`config.mk`:
```
export PLATFORM = sky130hd
export DESIGN_NAME = inst_decompressor_flat
export DESIGN_NICKNAME = d
export VERILOG_FILES = /design/src/rtl/inst_decompressor_if.sv /design/src/rtl/inst_decompressor.sv /design/src/flat_wrapper.sv
export SDC_FILE = /design/constraint.sdc
export NUM_CORES = 2
export LEC_CHECK = 0
export CAP_MARGIN = 20
export CORE_ASPECT_RATIO = 1.25
export CORE_UTILIZATION = 55
export DETAILED_ROUTE_END_ITERATION = 8
export GPL_TIMING_DRIVEN = 1
export PLACE_DENSITY = 0.71
export SLEW_MARGIN = 20
export SYNTH_ARGS = -nofsm -noshare
export SYNTH_HDL_FRONTEND = slang
export SYNTH_MEMORY_MAX_BITS = 65536
export SYNTH_SLANG_ARGS = --single-unit
export TNS_END_PERCENT = 20
```
`constraint.sdc`:
```
create_clock -name clk -period 4.4 [get_ports clk]
set_clock_uncertainty 0.1 [all_clocks]
set_input_delay 0.88 -clock clk [delete_from_list [all_inputs] [get_ports clk]]
set_output_delay 0.88 -clock clk [all_outputs]
set_load 0.01 [all_outputs]
```
`src/rtl/inst_decompressor_if.sv`:
```
// Handshake bundle between the compressed-icache side, the decompressor and
// the processor fetch path.
//   in_valid/in_ready/in_addr/in_key       : compressed word in
//   out_valid/out_ready/out_addr/out_inst/out_err : decoded instruction out
// The slave modport is the decompressor view; master is the surrounding logic.
interface inst_decompressor_if;
    logic        in_valid;
    logic        in_ready;
    logic [31:0] in_addr;
    logic [15:0] in_key;
    logic        out_valid;
    logic        out_ready;
    logic [31:0] out_addr;
    logic [31:0] out_inst;
    logic        out_err;

    modport slave (
        input  in_valid, in_addr, in_key, out_ready,
        output in_ready, out_valid, out_addr, out_inst, out_err
    );

    modport master (
        output in_valid, in_addr, in_key, out_ready,
        input  in_ready, out_valid, out_addr, out_inst, out_err
    );
endinterface

```
`src/rtl/inst_decompressor.sv`:
```
// Dictionary instruction decompressor.
// Splits each 16-bit compressed word into three keys, looks them up in three
// append-only value tables and reassembles the 32-bit RISC-V instruction.
// Two register stages (S1 key capture, S2 output register), full backpressure.
// Ports:
//   clk, reset          : clock, synchronous active-high reset
//   bus (slave)         : in_* word input, out_* instruction output
//   dictN_write_enable/val, dict_clear : table load / invalidate
//   dictN_count, dict_overflow         : table fill level, sticky full-write flag
// Optional: define DECOMP_PERF_CNT_EN to add perf_inst_cnt / perf_err_cnt,
// saturating counts of delivered good / erroneous instructions.
module inst_decompressor #(
    parameter int FIELD1_KEY_WIDTH = 3,
    parameter int FIELD2_KEY_WIDTH = 8,
    parameter int FIELD3_KEY_WIDTH = 5,
    parameter int FIELD1_VAL_WIDTH = 7,
    parameter int FIELD2_VAL_WIDTH = 15,
    parameter int FIELD3_VAL_WIDTH = 10
) (
    input  logic                          clk,
    input  logic                          reset,
    inst_decompressor_if.slave            bus,
    input  logic                          dict1_write_enable,
    input  logic [FIELD1_VAL_WIDTH-1:0]   dict1_write_val,
    input  logic                          dict2_write_enable,
    input  logic [FIELD2_VAL_WIDTH-1:0]   dict2_write_val,
    input  logic                          dict3_write_enable,
    input  logic [FIELD3_VAL_WIDTH-1:0]   dict3_write_val,
    input  logic                          dict_clear,
    output logic [FIELD1_KEY_WIDTH:0]     dict1_count,
    output logic [FIELD2_KEY_WIDTH:0]     dict2_count,
    output logic [FIELD3_KEY_WIDTH:0]     dict3_count,
    output logic                          dict_overflow
`ifdef DECOMP_PERF_CNT_EN
    ,
    output logic [31:0]                   perf_inst_cnt,
    output logic [31:0]                   perf_err_cnt
`endif
);
    localparam int K1 = FIELD1_KEY_WIDTH;
    localparam int K2 = FIELD2_KEY_WIDTH;
    localparam int K3 = FIELD3_KEY_WIDTH;
    localparam int KW = K1 + K2 + K3;

    // Count value meaning "table full" (2^KEY_WIDTH)
    localparam logic [K1:0] FULL1 = {1'b1, {K1{1'b0}}};
    localparam logic [K2:0] FULL2 = {1'b1, {K2{1'b0}}};
    localparam logic [K3:0] FULL3 = {1'b1, {K3{1'b0}}};

    logic [FIELD1_VAL_WIDTH-1:0] tbl1 [2**K1];
    logic [FIELD2_VAL_WIDTH-1:0] tbl2 [2**K2];
    logic [FIELD3_VAL_WIDTH-1:0] tbl3 [2**K3];

    logic          rdy_q;
    logic          s1_valid;
    logic [KW-1:0] s1_key;
    logic [31:0]   s1_addr;

    logic          s2_take;
    logic          s1_adv;
    logic          accept;

    logic [K1-1:0] k1;
    logic [K2-1:0] k2;
    logic [K3-1:0] k3;
    logic [FIELD1_VAL_WIDTH-1:0] v1;
    logic [FIELD2_VAL_WIDTH-1:0] v2;
    logic [FIELD3_VAL_WIDTH-1:0] v3;
    logic          lk_err;
    logic [31:0]   lk_inst;

    // Table counts and overflow flag; clear beats same-cycle writes.
    always_ff @(posedge clk) begin
        if (reset || dict_clear) begin
            dict1_count   <= '0;
            dict2_count   <= '0;
            dict3_count   <= '0;
            dict_overflow <= 1'b0;
        end else begin
            if (dict1_write_enable) begin
                if (dict1_count == FULL1) dict_overflow <= 1'b1;
                else                      dict1_count   <= dict1_count + 1'b1;
            end
            if (dict2_write_enable) begin
                if (dict2_count == FULL2) dict_overflow <= 1'b1;
                else                      dict2_count   <= dict2_count + 1'b1;
            end
            if (dict3_write_enable) begin
                if (dict3_count == FULL3) dict_overflow <= 1'b1;
                else                      dict3_count   <= dict3_count + 1'b1;
            end
        end
    end

    // Table storage; contents beyond the count are never trusted, so no reset.
    always_ff @(posedge clk) begin
        if (!reset && !dict_clear) begin
            if (dict1_write_enable && dict1_count != FULL1)
                tbl1[dict1_count[K1-1:0]] <= dict1_write_val;
            if (dict2_write_enable && dict2_count != FULL2)
                tbl2[dict2_count[K2-1:0]] <= dict2_write_val;
            if (dict3_write_enable && dict3_count != FULL3)
                tbl3[dict3_count[K3-1:0]] <= dict3_write_val;
        end
    end

    // Lookup sees the registered tables/counts, so writes in the transfer
    // cycle are not visible to the word moving into S2.
    always_comb begin
        k1      = s1_key[K1-1:0];
        k2      = s1_key[K1+K2-1:K1];
        k3      = s1_key[KW-1:K1+K2];
        v1      = tbl1[k1];
        v2      = tbl2[k2];
        v3      = tbl3[k3];
        lk_err  = ({1'b0, k1} >= dict1_count) |
                  ({1'b0, k2} >= dict2_count) |
                  ({1'b0, k3} >= dict3_count);
        lk_inst = lk_err ? 32'h0 : {v3[FIELD3_VAL_WIDTH-1:3], v2[FIELD2_VAL_WIDTH-1:5],
                                    v3[2:0], v2[4:0], v1};
    end

    assign s2_take      = !bus.out_valid || bus.out_ready;
    assign s1_adv       = s1_valid && s2_take;
    // rdy_q keeps in_ready low for the first cycle out of reset.
    assign bus.in_ready = rdy_q && !reset && (!s1_valid || s1_adv);
    assign accept       = bus.in_valid && bus.in_ready;

    always_ff @(posedge clk) begin
        if (reset) begin
            rdy_q         <= 1'b0;
            s1_valid      <= 1'b0;
            s1_key        <= '0;
            s1_addr       <= '0;
            bus.out_valid <= 1'b0;
            bus.out_addr  <= '0;
            bus.out_inst  <= '0;
            bus.out_err   <= 1'b0;
        end else begin
            rdy_q <= 1'b1;
            if (accept) begin
                s1_valid <= 1'b1;
                s1_key   <= bus.in_key;
                s1_addr  <= bus.in_addr;
            end else if (s1_adv) begin
                s1_valid <= 1'b0;
            end
            if (s2_take) begin
                bus.out_valid <= s1_valid;
                if (s1_valid) begin
                    bus.out_addr <= s1_addr;
                    bus.out_inst <= lk_inst;
                    bus.out_err  <= lk_err;
                end
            end
        end
    end

`ifdef DECOMP_PERF_CNT_EN
    always_ff @(posedge clk) begin
        if (reset) begin
            perf_inst_cnt <= '0;
            perf_err_cnt  <= '0;
        end else if (bus.out_valid && bus.out_ready) begin
            if (bus.out_err) begin
                if (perf_err_cnt != 32'hFFFF_FFFF) perf_err_cnt <= perf_err_cnt + 32'd1;
            end else begin
                if (perf_inst_cnt != 32'hFFFF_FFFF) perf_inst_cnt <= perf_inst_cnt + 32'd1;
            end
        end
    end
`endif
endmodule

```
`src/flat_wrapper.sv`:
```
// flat-port wrapper written by rule: the top's interface ports become plain ports
module inst_decompressor_flat 
#(
    parameter int FIELD1_KEY_WIDTH = 3,
    parameter int FIELD2_KEY_WIDTH = 8,
    parameter int FIELD3_KEY_WIDTH = 5,
    parameter int FIELD1_VAL_WIDTH = 7,
    parameter int FIELD2_VAL_WIDTH = 15,
    parameter int FIELD3_VAL_WIDTH = 10
)
  (clk, reset, dict1_write_enable, dict1_write_val, dict2_write_enable, dict2_write_val, dict3_write_enable, dict3_write_val, dict_clear, dict1_count, dict2_count, dict3_count, dict_overflow, bus_in_valid, bus_in_addr, bus_in_key, bus_out_ready, bus_in_ready, bus_out_valid, bus_out_addr, bus_out_inst, bus_out_err);
  inst_decompressor_if bus_i ();
  input  logic clk;
  input  logic reset;
  input  logic dict1_write_enable;
  input  logic [FIELD1_VAL_WIDTH-1:0] dict1_write_val;
  input  logic dict2_write_enable;
  input  logic [FIELD2_VAL_WIDTH-1:0] dict2_write_val;
  input  logic dict3_write_enable;
  input  logic [FIELD3_VAL_WIDTH-1:0] dict3_write_val;
  input  logic dict_clear;
  output logic [FIELD1_KEY_WIDTH:0] dict1_count;
  output logic [FIELD2_KEY_WIDTH:0] dict2_count;
  output logic [FIELD3_KEY_WIDTH:0] dict3_count;
  output logic dict_overflow;
  input wire logic [$bits(bus_i.in_valid)-1:0] bus_in_valid;
  input wire logic [$bits(bus_i.in_addr)-1:0] bus_in_addr;
  input wire logic [$bits(bus_i.in_key)-1:0] bus_in_key;
  input wire logic [$bits(bus_i.out_ready)-1:0] bus_out_ready;
  output wire logic [$bits(bus_i.in_ready)-1:0] bus_in_ready;
  output wire logic [$bits(bus_i.out_valid)-1:0] bus_out_valid;
  output wire logic [$bits(bus_i.out_addr)-1:0] bus_out_addr;
  output wire logic [$bits(bus_i.out_inst)-1:0] bus_out_inst;
  output wire logic [$bits(bus_i.out_err)-1:0] bus_out_err;
  assign bus_i.in_valid = bus_in_valid;
  assign bus_i.in_addr = bus_in_addr;
  assign bus_i.in_key = bus_in_key;
  assign bus_i.out_ready = bus_out_ready;
  assign bus_in_ready = bus_i.in_ready;
  assign bus_out_valid = bus_i.out_valid;
  assign bus_out_addr = bus_i.out_addr;
  assign bus_out_inst = bus_i.out_inst;
  assign bus_out_err = bus_i.out_err;
  inst_decompressor #(.FIELD1_KEY_WIDTH(FIELD1_KEY_WIDTH), .FIELD2_KEY_WIDTH(FIELD2_KEY_WIDTH), .FIELD3_KEY_WIDTH(FIELD3_KEY_WIDTH), .FIELD1_VAL_WIDTH(FIELD1_VAL_WIDTH), .FIELD2_VAL_WIDTH(FIELD2_VAL_WIDTH), .FIELD3_VAL_WIDTH(FIELD3_VAL_WIDTH)) u_core (.clk(clk), .reset(reset), .bus(bus_i), .dict1_write_enable(dict1_write_enable), .dict1_write_val(dict1_write_val), .dict2_write_enable(dict2_write_enable), .dict2_write_val(dict2_write_val), .dict3_write_enable(dict3_write_enable), .dict3_write_val(dict3_write_val), .dict_clear(dict_clear), .dict1_count(dict1_count), .dict2_count(dict2_count), .dict3_count(dict3_count), .dict_overflow(dict_overflow));
endmodule
```
== Yosys cells after proc, flatten, opt, wreduce, memory -nomap -nowiden ==
Memories as Yosys holds them, arrays and structs flattened. A register that Yosys moved wholly into a read port is not among the register bits.
Index checks and enable logic that the tools add are counted.

* Bitwise operators: 5
* Reductions and logical operators: 20
* $lt $le $gt $ge: 3
* Equality and inequality tests: 6
* Multiplexer cells: 25
* Add/subtract/negate cells: 3

{| class="wikitable"
|+ Operators with widths
! operator !! number
|-
| $mux W32 || 1
|-
| $mux W1 || 18
|-
| $mux W8 || 2
|-
| $mux W5 || 2
|-
| $add A9 B1 Y9 const B || 1
|-
| $eq A9 B9 Y1 const B || 1
|-
| $ge A8 B9 Y1 || 1
|-
| $ne A9 B9 Y1 const B || 1
|-
| $logic_and A1 B1 Y1 || 8
|-
| $reduce_and A2 Y1 || 4
|-
| $add A6 B1 Y6 const B || 1
|-
| $eq A6 B6 Y1 const B || 1
|-
| $ge A5 B6 Y1 || 1
|-
| $mux W3 || 2
|-
| $ne A6 B6 Y1 const B || 1
|-
| $add A4 B1 Y4 const B || 1
|-
| $eq A4 B4 Y1 const B || 1
|-
| $ge A3 B4 Y1 || 1
|-
| $logic_not A1 Y1 || 4
|-
| $ne A4 B4 Y1 const B || 1
|-
| $logic_or A1 B1 Y1 || 3
|-
| $not A1 Y1 || 3
|-
| $or A1 B1 Y1 || 2
|-
| $reduce_bool A2 Y1 || 1
|}

* Input bits: 88
* Register bits after elaboration: 136
* Logic and storage cells: 77
* RAM bits: 4216
* Output and inout port bits: 87
* Memories: 3

{| class="wikitable"
|+ Memories
! memory !! depth !! width !! rd ports !! clocked after memory_dff !! write ports !! RTL line !! text
|-
| u_core.tbl2 || 256 || 15 || 1 || 1 || 1 || inst_decompressor.sv:51 || <nowiki>logic [FIELD2_VAL_WIDTH-1:0] tbl2 [2**K2];</nowiki>
|-
| u_core.tbl3 || 32 || 10 || 1 || 1 || 1 || inst_decompressor.sv:52 || <nowiki>logic [FIELD3_VAL_WIDTH-1:0] tbl3 [2**K3];</nowiki>
|-
| u_core.tbl1 || 8 || 7 || 1 || 1 || 1 || inst_decompressor.sv:50 || <nowiki>logic [FIELD1_VAL_WIDTH-1:0] tbl1 [2**K1];</nowiki>
|}

== Logic depth before layout (Yosys ltp) ==
* Depth after elaboration: 8
* Mapped depth: 14
* Depth with buffers taken out: 9

== Worst setup path before layout ==
Ideal clock, no wire load.

* Path kind: input port to flip-flop
* Start: input reset
* End: memory u_core.tbl2[240][0] (enable)
* Library setup time: 0.426 ns
* Data arrival time: 2.903 ns
* Required time: 3.874 ns
* Buffers on the path: 1
* Cell stages on the path: 3
* Setup slack: 0.971 ns
* Cell sequence: or2_2 > clkbuf_1 > nor4_1

* Longest elaborated chain between the ends: 4

{| class="wikitable"
|+ Ends and longest elaborated chain
! element !! RTL line !! text
|-
| start: declaration || flat_wrapper.sv:14 || <nowiki>input logic reset;</nowiki>
|-
| $logic_not A1 Y1 || inst_decompressor.sv:97 || <nowiki>if (!reset && !dict_clear) begin</nowiki>
|-
| $logic_and A1 B1 Y1 || inst_decompressor.sv:97 ||
|-
| $mux W1 || inst_decompressor.sv:97 ||
|-
| $mux W1 (implied by the code) || inst_decompressor.sv:101 || <nowiki>tbl2[dict2_count[K2-1:0]] <= dict2_write_val;</nowiki>
|-
| end: declaration || inst_decompressor.sv:51 ||
|}

Every way passes these cells.

==> tab_implementation.tex <==
\begin{tabular}{lr}
\hline
Metric & Value \\
\hline
\multicolumn{2}{l}{\textbf{Logic synthesis}} \\
\quad Cell area after synthesis & 168800 um2 \\
\quad Area share of xor/xnor cells in the synthesized design & 0.0006745 \\
\quad Post-synth ARST share & 0 \\
\quad Most frequent cell after synthesis & sky130\_fd\_sc\_hd\_\_edfxtp\_1 \\
\quad Most instantiated flip-flop cell in the synthesis netlist & sky130\_fd\_sc\_hd\_\_edfxtp\_1 \\
\quad Cell types with the largest area share after synthesis & sky130\_fd\_sc\_hd\_\_edfxtp\_1 75\%, sky130\_fd\_sc\_hd\_\_mux4\_2 11\%, sky130\_fd\_sc\_hd\_\_mux2i\_1 3.7\% \\
\quad EDFF count, synth & 4216 \\
\quad Fraction of the mapped netlist area in adder cells & 0.001927 \\
\quad Number of cells produced by synthesis & 8328 \\
\quad Portion of synthesized cell area occupied by the leading cell type & 0.7500 \\
\quad Mean post-synth cell area & 20.27 um2 \\
\quad Net count after synthesis & 8442 \\
\quad Cell taking the most area after synthesis & sky130\_fd\_sc\_hd\_\_edfxtp\_1 \\
\quad Mux cell area share after synthesis & 0.1487 \\
\quad Synthesized-area fraction occupied by ao, oa, aoi and oai cells & 0.03705 \\
\quad Fraction of the mapped netlist area in simple logic gates & 0.02707 \\
\quad Syn. warnings & 0 \\
\quad Top cell types by occurrence after synthesis & 4216 x sky130\_fd\_sc\_hd\_\_edfxtp\_1, 833 x sky130\_fd\_sc\_hd\_\_mux4\_2, 626 x sky130\_fd\_sc\_hd\_\_mux2i\_1 \\
\quad Post-synthesis sequential element count & 4368 \\
\quad Combinational family with the most area after synthesis & multiplexers \\
\quad Unique cell type count in the Yosys netlist & 75 \\
\quad Sequential element share of the synthesized area & 0.7681 \\
\multicolumn{2}{l}{\textbf{Run}} \\
\quad Number of maximum-capacitance violations & 0 \\
\multicolumn{2}{l}{\textbf{Run status}} \\
\quad Outcome & finished clean \\
\multicolumn{2}{l}{\textbf{Cells and area}} \\
\quad Synthesis-to-layout area growth & 14.90\% \\
\quad FF+latch area & 129700 um2 \\
\quad Number of filler instances in the final layout & 20050 \\
\quad Final net count & 9280 \\
\quad Area of combinational cells with multiple inputs & 36490 um2 \\
\quad Fraction of layout cells with a size suffix above 1 & 0.2428 \\
\quad Post-route non-filler standard cell count & 13530 \\
\multicolumn{2}{l}{\textbf{Min path}} \\
\quad Path class of the lowest-slack min-delay path & in2reg \\
\quad Destination of the worst hold path & u\_core.tbl2[172][5] \\
\quad Count of cells along the worst hold path & 1 \\
\quad Startpoint of the lowest-slack hold path & dict2\_write\_val[5] \\
\multicolumn{2}{l}{\textbf{Power and ir drop}} \\
\quad Leakage & 60.44 nW \\
\quad Max rail drop VDD & 0.0003115 V \\
\quad Cell area power density & 451.7 nW/um2 \\
\multicolumn{2}{l}{\textbf{Worst setup path}} \\
\quad Worst reg2reg endpoint & u\_core.bus.out\_inst[17] \\
\quad Worst path arrival time & 4870 ps \\
\quad Biggest fanout along the worst timing path & 19 \\
\quad Type of the worst setup path & reg2reg \\
\quad Register-to-Register Path Depth & 8 \\
\quad Crit start category & register \\
\quad Setup crit end kind & register \\
\quad Register-to-register setup slack & 240 ps \\
\quad Crit path required time & 5110 ps \\
\multicolumn{2}{l}{\textbf{Floorplan}} \\
\quad I/O pin total & 175 \\
\quad Num rows & 227 \\
\quad Die Y & 621.4 um \\
\quad Initial Util & 0.5523 \\
\quad Overall die area & 309100 um2 \\
\quad Die Width & 497.5 um \\
\quad Core Box Area & 305600 um2 \\
\multicolumn{2}{l}{\textbf{Clock network}} \\
\quad Clock slew seen by the registers of the worst setup and hold paths & 70 ps \\
\quad TritonCTS buffer count & 408 \\
\quad H-tree level count & 5 \\
\quad Cell at the root of the clock tree & sky130\_fd\_sc\_hd\_\_clkbuf\_16 \\
\quad Clk sinks & 4368 \\
\quad Hold-fix buffers, CTS & 0 \\
\quad Post-cts resize count & 0 \\
\quad Skew-Pair Late Insertion Delay & 950 ps \\
\quad Longest Clk Path Bufs & 4 \\
\quad Clock tree from TritonCTS & done \\
\quad Number of setup buffers added after CTS & 0 \\
\multicolumn{2}{l}{\textbf{Drt}} \\
\quad Iter 0 DRT Violations & 12640 \\
\quad Pre-Repair DR Iteration Count & 8 \\
\quad Post-DR vias/cell & 6.644 \\
\quad Residual DRC count & 0 \\
\quad Antenna Violating Nets Remaining & 0 \\
\quad DR WL/cell & 34.91 um \\
\quad Total length of routed wires & 472.1 mm \\
\quad Detailed-route via count & 89870 \\
\multicolumn{2}{l}{\textbf{Placed design}} \\
\quad Dpl hpwl & 291.6 mm \\
\quad Final estimated routing congestion in global placement & 0.9609 \\
\quad I/O Buffers & 174 \\
\quad Placed Cells incl. Taps & 12760 \\
\multicolumn{2}{l}{\textbf{STA}} \\
\quad RSZ-0062 raised after global routing & false \\
\quad Final setup violating endpoints & 0 \\
\quad Final TNS setup & 0 ps \\
\quad Max frequency & 0.2404 GHz \\
\quad Final Critical Period & 4159 ps \\
\quad Number of slew-limit violations in the final report & 0 \\
\quad Final Hold Vio Count & 0 \\
\quad Final Cycle Share & 0.9452 \\
\quad Worst-margin pin slew & 1355 ps \\
\quad Headroom to the max-slew limit & 0.09647 \\
\multicolumn{2}{l}{\textbf{GRT}} \\
\quad Total Routing Usage GR & 0.3039 \\
\quad Vias in the first global route & 89850 \\
\quad Global-route congestion overflow total & 0 \\
\quad Wire length of the first global-routing pass & 665.1 mm \\
\quad Number of antenna violations at the first check in global routing & 18 \\
\quad Largest net degree at the start of global routing & 137 \\
\hline
\end{tabular}
[layer usage]
| layer | part of all wire | GRT usage | up-vias |
|---|---|---|---|
| li1 | - | - | 36210 |
| met1 | 0.35 | 0.3829 | 46760 |
| met2 | 0.48 | 0.4850 | 5728 |
| met3 | 0.11 | 0.07548 | 1153 |
| met4 | 0.066 | 0.1709 | 18 |
| met5 | 0.00029 | 0 | - |
[sequential cells by signal, indices dropped and copies added (netlist names), named ones only]
| name | count |
|---|---|
| u_core.tbl3 | 320 |
| u_core.dict_overflow | 1 |
| u_core.dict1_count | 4 |
| u_core.bus.out_addr | 32 |
| u_core.s1_key | 16 |
| u_core.dict2_count | 9 |
| u_core.rdy_q | 1 |
| u_core.dict3_count | 6 |
| u_core.s1_addr | 32 |
| u_core.s1_valid | 1 |
| u_core.bus.out_inst | 32 |
| u_core.bus.out_valid | 1 |
| u_core.tbl2 | 3840 |
| u_core.bus.out_err | 1 |
| u_core.tbl1 | 56 |
[through the flow]
step,power [mW],instance area [um2],hold WS (ps),setup slack [ps],utilization
5_1_grt,89.50,193900,117.4,188.5,0.6346
2_1_floorplan,48.80,168800,332.1,970.6,-
3_3_place_gp,51.10,179800,336.5,265.6,0.5883
3_5_place_dp,51.19,179800,344.5,291.0,0.5883
6_report,87.61,193900,134.1,241.0,0.6346
4_1_cts,87.83,193900,96.56,347.8,0.6346
[worst max path at each step]
stage	from	endpoint	slack, ps	cells past startpoint
6_report	register	u_core.bus.out_inst[17]	240	8
5_1_grt	register	u_core.bus.out_inst[17]	190	8
4_1_cts	register	u_core.bus.out_inst[23]	350	9
3_5_place_dp	bus_out_ready	u_core.bus.out_inst[9]	290	9
3_3_place_gp	bus_out_ready	u_core.bus.out_inst[11]	270	8
2_1_floorplan	reset	u_core.tbl2[240][0]	970	3
[report_power, final]
| part | switching, mW | internal (mW) | total (mW) |
|---|---|---|---|
| registers | 0.0879 | 45.6 | 45.7 |
| logic | 3.06 | 1.64 | 4.69 |
| clock network | 15.3 | 21.9 | 37.2 |
| total | 18.5 | 69.1 | 87.6 |
[area by class of cell]
cell class / instances / share of cell area
Clock buffer: 489 / 0.05634
Clock inverter: 262 / 0.01663
Inverter: 26 / 0.0005806
Timing Repair Buffer: 931 / 0.04373
Sequential cell: 4368 / 0.6686
Multi-Input combinational cell: 3431 / 0.1881
Antenna cell: 11 / 0.0001419
Tap cell: 4007 / 0.02585
[worst max-delay path, stage by stage, from the launching register on]
cell                       delay [ps]
sky130_fd_sc_hd__dfxtp_4          720
sky130_fd_sc_hd__buf_4            470
sky130_fd_sc_hd__buf_4            320
sky130_fd_sc_hd__mux4_2           540
sky130_fd_sc_hd__o21ai_0          220
sky130_fd_sc_hd__a211oi_1         230
sky130_fd_sc_hd__a211oi_1         710
sky130_fd_sc_hd__nor4_1           150
sky130_fd_sc_hd__or4_1            520
[cell usage in the layout (no fill, tap or decap), types with 10 or more instances in the layout]
cell type / synthesis / layout
sky130_fd_sc_hd__o21ai_0: 167 / 167
sky130_fd_sc_hd__nor3_1: 55 / 54
sky130_fd_sc_hd__a31oi_1: 37 / 37
sky130_fd_sc_hd__inv_6: 0 / 10
sky130_fd_sc_hd__or2_2: 13 / 13
sky130_fd_sc_hd__xnor2_1: 11 / 11
sky130_fd_sc_hd__a221oi_1: 235 / 235
sky130_fd_sc_hd__buf_12: 0 / 82
sky130_fd_sc_hd__clkinvlp_4: 0 / 22
sky130_fd_sc_hd__nand2b_1: 22 / 21
sky130_fd_sc_hd__a211oi_1: 33 / 33
sky130_fd_sc_hd__clkbuf_16: 0 / 425
sky130_fd_sc_hd__diode_2: 0 / 11
sky130_fd_sc_hd__nor4_1: 14 / 12
sky130_fd_sc_hd__edfxtp_1: 4216 / 4216
sky130_fd_sc_hd__a221o_1: 54 / 54
sky130_fd_sc_hd__clkinv_1: 1 / 66
sky130_fd_sc_hd__or3_1: 12 / 12
sky130_fd_sc_hd__nand3_1: 143 / 136
sky130_fd_sc_hd__clkdlybuf4s50_1: 0 / 151
sky130_fd_sc_hd__buf_8: 2 / 11
sky130_fd_sc_hd__inv_1: 22 / 21
sky130_fd_sc_hd__o22ai_1: 13 / 13
sky130_fd_sc_hd__clkinv_2: 0 / 77
sky130_fd_sc_hd__mux2i_1: 626 / 626
sky130_fd_sc_hd__o31ai_1: 25 / 25
sky130_fd_sc_hd__dfxtp_1: 152 / 143
sky130_fd_sc_hd__a22oi_1: 86 / 86
sky130_fd_sc_hd__nand2_1: 297 / 289
sky130_fd_sc_hd__buf_4: 72 / 675
sky130_fd_sc_hd__mux4_2: 833 / 833
sky130_fd_sc_hd__and2_1: 20 / 18
sky130_fd_sc_hd__ha_1: 26 / 26
sky130_fd_sc_hd__bufinv_16: 0 / 71
sky130_fd_sc_hd__nand4_1: 13 / 13
sky130_fd_sc_hd__clkbuf_1: 269 / 58
sky130_fd_sc_hd__a21oi_1: 142 / 142
sky130_fd_sc_hd__nor2_1: 427 / 422
[kinds of logic (layout without fill, tap and decap cells)]
kind of cell | Yosys count | in the layout
AO/OA/AOI/OAI | 873 | 873
XOR/XNOR | 13 | 13
adder cells (fa/ha/maj) | 26 | 26
buffers and inverters | 529 | 1708
flip-flops | 4368 | 4368
multiplexers | 1465 | 1465
other | 0 | 11
AND/OR/NAND/NOR | 1054 | 1054
(Power assumes the default switching activity.)
